File: config.mk
export PLATFORM = sky130hd
export DESIGN_NAME = sos_request_sequencer
export DESIGN_NICKNAME = d
export VERILOG_FILES = /design/src/rtl/sos_request_sequencer.sv
export SDC_FILE = /design/constraint.sdc
export NUM_CORES = 1
export LEC_CHECK = 0
export CELL_PAD_IN_SITES_DETAIL_PLACEMENT = 1
export CELL_PAD_IN_SITES_GLOBAL_PLACEMENT = 1
export CORE_ASPECT_RATIO = 0.6
export CORE_UTILIZATION = 24
export CTS_BUF_LIST = sky130_fd_sc_hd__clkbuf_8
export DETAILED_ROUTE_END_ITERATION = 10
export GPL_TIMING_DRIVEN = 0
export HOLD_SLACK_MARGIN = 0.06
export PLACE_DENSITY_LB_ADDON = 0.05
export SYNTH_ARGS = -nofsm -noshare
export SYNTH_HDL_FRONTEND = slang
export SYNTH_SLANG_ARGS = --single-unit
File: constraint.sdc
create_clock -name Clk -period 3.68 [get_ports Clk]
set_input_delay 0.736 -clock Clk [delete_from_list [all_inputs] [get_ports Clk]]
set_output_delay 0.736 -clock Clk [all_outputs]
set_load 0.02 [all_outputs]
File: src/rtl/sos_request_sequencer.sv
// Queues N requests, issues them one at a time to the sum-of-squares block and returns {N, sum}; N=0 is answered locally.
// Latency: push to N_valid 2 cycles, sum_valid to res_valid/ack 1 cycle. Backpressure: req_ready=!full; FSM holds in IDLE while the result is unaccepted.
// Optional checker enabled by SOS_CHECK_EN: compares sum_out with N(N+1)(2N+1)/6 and flags res_err.
module sos_request_sequencer #(
    parameter int DEPTH   = 4,
    parameter int N_W     = 3,
    parameter int SUM_W   = 8,
    parameter int TIMEOUT = 64
) (
    input  logic             Clk,
    input  logic             Rst,
    input  logic [N_W-1:0]   req_n,
    input  logic             req_valid,
    output logic             req_ready,
    output logic [N_W-1:0]   N,
    output logic             N_valid,
    input  logic [SUM_W-1:0] sum_out,
    input  logic             sum_valid,
    output logic             ack,
    output logic [N_W-1:0]   res_n,
    output logic [SUM_W-1:0] res_data,
    output logic             res_valid,
    input  logic             res_ready,
    output logic             res_timeout,
    output logic             res_err,
    output logic             busy
);
    localparam int AW = $clog2(DEPTH);
    localparam int TW = $clog2(TIMEOUT);

    typedef enum logic [1:0] {IDLE, ISSUE, WAIT, ACK} state_t;

    state_t         state;
    logic [N_W-1:0] mem [DEPTH];
    logic [AW-1:0]  wr_ptr;
    logic [AW-1:0]  rd_ptr;
    logic [AW:0]    count;
    logic [TW-1:0]  wd_cnt;
    logic [N_W-1:0] head;
    logic           full;
    logic           empty;
    logic           push;
    logic           pop;
    logic           head_zero;
    logic           res_free;
    logic           accept;
    logic           capture;
    logic           wd_expire;

    assign full      = (count == (AW+1)'(DEPTH));
    assign empty     = (count == '0);
    assign req_ready = !full;
    assign push      = req_valid && !full;
    assign head      = mem[rd_ptr];
    assign head_zero = (head == '0);
    assign accept    = res_valid && res_ready;
    assign res_free  = !res_valid || res_ready;
    // A still-asserted sum_valid blocks issue so a stale answer is never paired with the next N.
    assign pop       = (state == IDLE) && !empty && res_free && (head_zero || !sum_valid);
    assign capture   = (state == WAIT) && sum_valid;
    assign wd_expire = (state == WAIT) && !sum_valid && (wd_cnt == TW'(TIMEOUT-1));
    assign busy      = !empty || (state != IDLE);

    always_ff @(posedge Clk) begin
        if (push) begin
            mem[wr_ptr] <= req_n;
        end
    end

    always_ff @(posedge Clk or negedge Rst) begin
        if (!Rst) begin
            wr_ptr <= '0;
            rd_ptr <= '0;
            count  <= '0;
        end else begin
            if (push) begin
                wr_ptr <= wr_ptr + AW'(1);
            end
            if (pop) begin
                rd_ptr <= rd_ptr + AW'(1);
            end
            case ({push, pop})
                2'b10:   count <= count + (AW+1)'(1);
                2'b01:   count <= count - (AW+1)'(1);
                default: count <= count;
            endcase
        end
    end

    always_ff @(posedge Clk or negedge Rst) begin
        if (!Rst) begin
            state       <= IDLE;
            N           <= '0;
            N_valid     <= 1'b0;
            ack         <= 1'b0;
            wd_cnt      <= '0;
            res_valid   <= 1'b0;
            res_n       <= '0;
            res_data    <= '0;
            res_timeout <= 1'b0;
        end else begin
            N_valid <= 1'b0;
            ack     <= 1'b0;
            if (accept) begin
                res_valid   <= 1'b0;
                res_n       <= '0;
                res_data    <= '0;
                res_timeout <= 1'b0;
            end
            case (state)
                IDLE: begin
                    if (pop) begin
                        if (head_zero) begin
                            res_valid   <= 1'b1;
                            res_n       <= '0;
                            res_data    <= '0;
                            res_timeout <= 1'b0;
                        end else begin
                            N       <= head;
                            N_valid <= 1'b1;
                            state   <= ISSUE;
                        end
                    end
                end
                ISSUE: begin
                    wd_cnt <= '0;
                    state  <= WAIT;
                end
                WAIT: begin
                    if (sum_valid) begin
                        res_valid   <= 1'b1;
                        res_n       <= N;
                        res_data    <= sum_out;
                        res_timeout <= 1'b0;
                        ack         <= 1'b1;
                        state       <= ACK;
                    end else if (wd_expire) begin
                        // Dead compute block: report a zero result flagged as timed out, no ack.
                        res_valid   <= 1'b1;
                        res_n       <= N;
                        res_data    <= '0;
                        res_timeout <= 1'b1;
                        state       <= IDLE;
                    end else begin
                        wd_cnt <= wd_cnt + TW'(1);
                    end
                end
                ACK: begin
                    state <= IDLE;
                end
                default: begin
                    state <= IDLE;
                end
            endcase
        end
    end

`ifdef SOS_CHECK_EN
    localparam int CW = 3*N_W + 2;

    logic [CW-1:0] n_ext;
    logic [CW-1:0] sos_ref;
    logic          chk_mismatch;

    assign n_ext        = CW'(N);
    assign sos_ref      = (n_ext * (n_ext + CW'(1)) * ((n_ext << 1) + CW'(1))) / CW'(6);
    assign chk_mismatch = ({{CW{1'b0}}, sum_out} != {{SUM_W{1'b0}}, sos_ref});

    always_ff @(posedge Clk or negedge Rst) begin
        if (!Rst) begin
            res_err <= 1'b0;
        end else if (capture) begin
            res_err <= chk_mismatch;
        end else if (accept || wd_expire || (pop && head_zero)) begin
            res_err <= 1'b0;
        end
    end
`else
    assign res_err = 1'b0;
`endif

endmodule

; ---- After elaboration in Yosys (flattened, before gate mapping)
; Memory sizes are Yosys's and may differ from the RTL's.
; Index checks and enable logic that the tools add are counted.
[totals]
ramBits = 12
memories = 1
elab_cells = 94
mem_bits_ro = 0
input_bits = 16
register_bits = 33
latchBits = 0
[classes]
n_bitwise = 1
mux = 40
shift = 0
n_addsub = 5
n_eq_ne = 12
n_lt_le_gt_ge = 0
mul = 0
div_mod_pow = 0
reduce_logical = 23
[memory_table]
columns = memory, words, width, read_ports, rd_ports_with_merged_regs, write_ports, line_no
row1 = mem, 4, 3, 1, 0, 1, 34  ; logic [N_W-1:0] mem [DEPTH];
[ops]
columns = op, count
row1 = 8-bit 2-to-1 mux, 5
row2 = 1-bit 2-to-1 mux, 17
row3 = 8-bit case mux with 2 select lines, 1
row4 = 3-bit 2-to-1 mux, 5
row5 = 6-bit 2-to-1 mux, 2
row6 = 3-bit case mux with 2 select lines, 2
row7 = 6-bit case mux with 2 select lines, 1
row8 = 3-bit AND reduction, 3
row9 = 2-bit 2-to-1 mux, 4
row10 = "2-bit != test, second input constant", 4
row11 = 2-bit case mux with 4 select lines, 1
row12 = 1-bit logical AND, 7
row13 = "6-bit by 1-bit adder with 6-bit output, second input constant", 1
row14 = "2-bit == test, second input constant", 3
row15 = "6-bit == test, second input constant", 1
row16 = 3-bit zero test, 2
row17 = 2-bit nonzero test, 3
row18 = "2-bit by 1-bit adder with 2-bit output, second input constant", 2
row19 = "2-bit by 1-bit == test with 1-bit output, second input constant", 2
row20 = 1-bit zero test, 4
row21 = 1-bit case mux with 2 select lines, 2
row22 = "3-bit by 1-bit adder with 3-bit output, second input constant", 1
row23 = "3-bit == test, second input constant", 1
row24 = 1-bit logical OR, 3
row25 = 4 further kinds, 4

; ---- Logic depth before layout (Yosys ltp)
[depth]
word_depth = 7
depth_mapped = 10
depth_no_buf = 10

; ---- Least setup slack after synthesis
; No wires, ideal clock.
[synth_timing]
path_kind = register to register
from = reg rd_ptr[0]
to = reg count[2]
path_stages_with_launch = 10
required_ns = 3.601
synth_period_minus_slack_ns = 2.628
t_arrival_ns = 2.549
setup_slack_ns = 1.052
setup_ns = 0.079
cell_sequence = dfrtp_1 -> mux4_2 -> or3_4 -> a21oi_2 -> ha_1 -> inv_1 -> fa_1 -> xor2_1 -> nor2_1 -> xor2_1
[synth_via]
elab_chain_cells = 6
elab_cells_between_ends = 8
classes_between = eq/ne: 2 / mux: 1 / reduce/logical: 4 / memory: 1
[synth_rtl]
columns = element, line_no
row1 = from (decl), 36  ; logic [AW-1:0] rd_ptr;
row2 = from (signal assigned), 80  ; rd_ptr <= rd_ptr + AW'(1);
row3 = memory read 4 x 3 bit *, n/a
row4 = 3-bit zero test *, 55  ; assign head_zero = (head == '0);
row5 = 1-bit logical OR *, 59  ; assign pop = (state == IDLE) && !empty && res_free && (head_zero || !sum_valid);
row6 = 1-bit logical AND *, 59
row7 = 2-bit by 1-bit == test with 1-bit output / 2-bit == test (equally long branches), 82  ; case ({push, pop})
row8 = 3-bit case mux with 2 select lines / 2-bit nonzero test (equally long branches), n/a
row9 = to (signal assigned), 83  ; 2'b10: count <= count + (AW+1)'(1);
row10 = to (signal assigned), 84  ; 2'b01: count <= count - (AW+1)'(1);
row11 = to (signal assigned), 85  ; default: count <= count;
row12 = to (decl), 37  ; logic [AW:0] count;
; Mark *: on every way between the ends. The rest lies on a longest branch, timed or not.
; A chain may end at the register's enable or synchronous reset.

; ---- Final worst setup path
[layout_timing]
from = in res_ready
to = reg count[2]
[layout_via]
elab_chain_cells = 5
elab_cells_between_ends = 7
classes_between = eq/ne: 2 / mux: 1 / reduce/logical: 4
[layout_rtl]
columns = element, line_no
row1 = from (decl), 23  ; input logic res_ready,
row2 = 1-bit logical OR *, 57  ; assign res_free = !res_valid || res_ready;
row3 = 1-bit logical AND * (2 in a row), 59
row4 = 2-bit by 1-bit == test with 1-bit output / 2-bit == test (equally long branches), 82
row5 = 3-bit case mux with 2 select lines / 2-bit nonzero test (equally long branches), n/a
; Marked as above.

==> impl_metrics.json <==
{
  "detail-route-antenna-nets": 0,
  "worstSetupPathType": "in2reg",
  "synth-main-ff-cell": "dfrtp_1",
  "port_buffers": 34,
  "async_flop_share_pct": 73.33,
  "drt_iter0_markers": 73,
  "fp.dieW_um": 124.6,
  "p_seq_share_pct": 38.3,
  "firstDrtPassIters": 4,
  "dieArea_sq_um": 9415,
  "vias_per_cell": 4.690,
  "grt_antenna_before_repair": 0,
  "drive_gt1_share_pct": 10.30,
  "post_dp_cell_area_sq_um": 2640,
  "setup_tns_ns": 0,
  "io_pins": 37,
  "crit_path_start_kind": "input port",
  "ff_latch_area_sq_um": 1186,
  "syn_area_sq_um": 2165,
  "drv_cap": 0,
  "peakVddDrop_mv": 0.2669,
  "die_height_um": 75.56,
  "p_leak_nw": 1.088,
  "yosysSeqAreaShare_pct": 54.80,
  "cts_made_buffers": 5,
  "n_antenna_cell": 0,
  "comb_power_share_pct": 44.1,
  "clk_latency_ns": 0.30,
  "worst-path-max-fanout": 3,
  "grt.overflow.total": 0,
  "cts_tree": "yes",
  "grt_pass1_vias": 1662,
  "place.gp.congestion": 0.6700,
  "area_growth_syn_to_layout_pct": 27.28,
  "core_area_sq_um": 8621,
  "stdcell_count": 345,
  "fin_nets": 255,
  "grt_first_pass_wirelength_um": 9577,
  "reg2reg_to": "count[2]",
  "syn_inst": 191,
  "period_minus_slack_ns": 2.942,
  "period_share_pct": 79.96,
  "hp-class": "in2async",
  "drt-wirelength-per-cell_um": 17.06,
  "path_clk_slew_ns": 0.09,
  "clock_path_buffers": 2,
  "cts_setup_buffers": 0,
  "arrival_ns": 3.18,
  "synth_edf_count": 12,
  "finalHoldViolCount": 0,
  "fin_skew_ns": 0.002361,
  "power.internal_w": 0.001328,
  "avgSynthCellArea_sq_um": 11.33,
  "row_count": 26,
  "track_usage_pct": 13.73,
  "end_kind": "flop",
  "finalSetupViolCount": 0,
  "clock_power_share_pct": 17.6,
  "layout_common_cells": "dfrtp_1, clkdlybuf4s50_1, nand2_1, edfxtp_1",
  "grt_max_degree": 34,
  "syn-num-nets": 214,
  "cts_root_buf": "clkbuf_8",
  "reg2reg_from": "rd_ptr[0]",
  "ys_types": 49,
  "num_vias": 1618,
  "p_sw_share_pct": 40.02,
  "ys_ff_latch": 45,
  "slew_violations": 0,
  "switchingPower_w": 0.0008860,
  "relSlewSlack_pct": 40.40,
  "postCtsHoldBufs": 0,
  "wl_um": 5887,
  "cts.sinks": 45,
  "multiInputGateArea_sq_um": 894.6,
  "reg2reg_slack_ns": 0.85,
  "htreeDepth": 2,
  "total_power_w": 0.002214,
  "worst_ep_required_time_ns": 3.92,
  "start_util_pct": 25.11,
  "fmax_mhz": 339.9,
  "rsz0062_at_grt": "false",
  "worstRegToRegCells": 9,
  "dp_cells": 337,
  "outcome": "completed",
  "final.fill_count": 958,
  "tightest_slew_ns": 0.8941,
  "finalInstanceArea_sq_um": 2755,
  "power_density_nw_per_um2": 803.6,
  "post_cts_resized": 0,
  "dp_hpwl_um": 4307,
  "drc": 0,
  "yosysWarningCount": 0
}
## final cells by class
cell class | count | share of cell area, %
buffer | 9 | 1.544
clock buffer | 5 | 2.498
clock inverter | 3 | 1.680
inverter | 11 | 1.499
multi-input combinational | 126 | 32.47
sequential | 45 | 43.05
tap | 112 | 5.086
timing repair buffer | 34 | 12.17
## cells in the mapped netlist, types with 2 or more instances
library cell | number | area, sq um
and2_1 | 2 | 12.51
mux4_2 | 3 | 67.56
mux2i_1 | 2 | 20.02
o21ai_1 | 7 | 35.03
inv_1 | 11 | 41.29
o22ai_1 | 3 | 18.77
a22o_1 | 5 | 43.79
edfxtp_1 | 12 | 360.4
ha_1 | 6 | 75.07
nand3_1 | 11 | 55.05
clkbuf_1 | 6 | 22.52
buf_4 | 2 | 15.01
xor2_1 | 3 | 26.28
nand4_1 | 2 | 12.51
o211ai_1 | 3 | 22.52
a31o_2 | 2 | 17.52
o21ai_0 | 3 | 15.01
nand2_1 | 20 | 75.07
a32oi_1 | 7 | 61.31
xnor2_1 | 3 | 26.28
nor2b_1 | 2 | 12.51
nor2_1 | 4 | 15.01
and3_1 | 4 | 25.02
a21oi_1 | 4 | 20.02
dfrtp_1 | 33 | 825.8
nor3_1 | 5 | 25.02
nand2b_1 | 4 | 25.02
## worst max-delay path, cell delays in order
cell and delay [ns]:
clkdlybuf4s50_1 0.53, nor2b_1 0.09, or4_1 0.52, a21oi_2 0.23
ha_1 0.23, inv_1 0.06, fa_1 0.37, xor2_1 0.15
nor2_1 0.11, xor2_1 0.15
## metrics by stage
stage,hold slack (ns),util (%),setup WS (ns)
2_1_floorplan,0.4404,-,1.052
3_3_place_gp,0.4995,30.68,0.3765
3_5_place_dp,0.4982,30.62,0.3831
4_1_cts,0.5117,31.96,0.7019
5_1_grt,0.5511,31.96,0.5179
6_report,0.5070,31.96,0.7376
## state kept, by name, summed over array words and instances (netlist names)
signal	flops
N	3
N_valid	1
ack	1
count	3
mem	12
rd_ptr	2
res_data	8
res_n	3
res_timeout	1
res_valid	1
state	2
wd_cnt	6
wr_ptr	2
## power groups by stage
stage | combinational (W) | sequential, W | clock [W]
finish | 0.000977 | 0.000849 | 0.000389
global route | 0.00108 | 0.000881 | 0.000423
CTS | 0.000993 | 0.000854 | 0.000406
detailed placement | 0.000989 | 0.000859 | 0
global placement | 0.000986 | 0.000864 | 0
floorplan | 0.000530 | 0.000911 | 0
## cell families after synthesis
kind of cell	count (synthesis)	share of synthesized area [%]
compound gates	43	14.39
xor+xnor	6	2.428
fa+ha+maj	7	4.393
buf+inv	20	3.872
flops	45	54.80
mux	6	4.566
other cells	1	0.1732
simple gates	63	15.38
## how the worst max path moves through the flow
stage / to / cells past startpoint / startpoint
global route: count[2] / 10 / res_ready
detailed placement: count[2] / 10 / res_ready
floorplan: count[2] / 9 / rd_ptr[0]
CTS: count[2] / 10 / res_ready
finish: count[2] / 10 / res_ready
global placement: count[2] / 10 / res_ready
## routing by layer
metal  track usage (%)  vias to the layer above  wire, um
met1             20.75                      794      3370
li1                  -                      779         -
met5                 0                        -         0
met4             4.016                        0        70
met3             3.722                        8       272
met2             18.85                       37      2174
No activity file was read; power rests on OpenSTA's default activity.
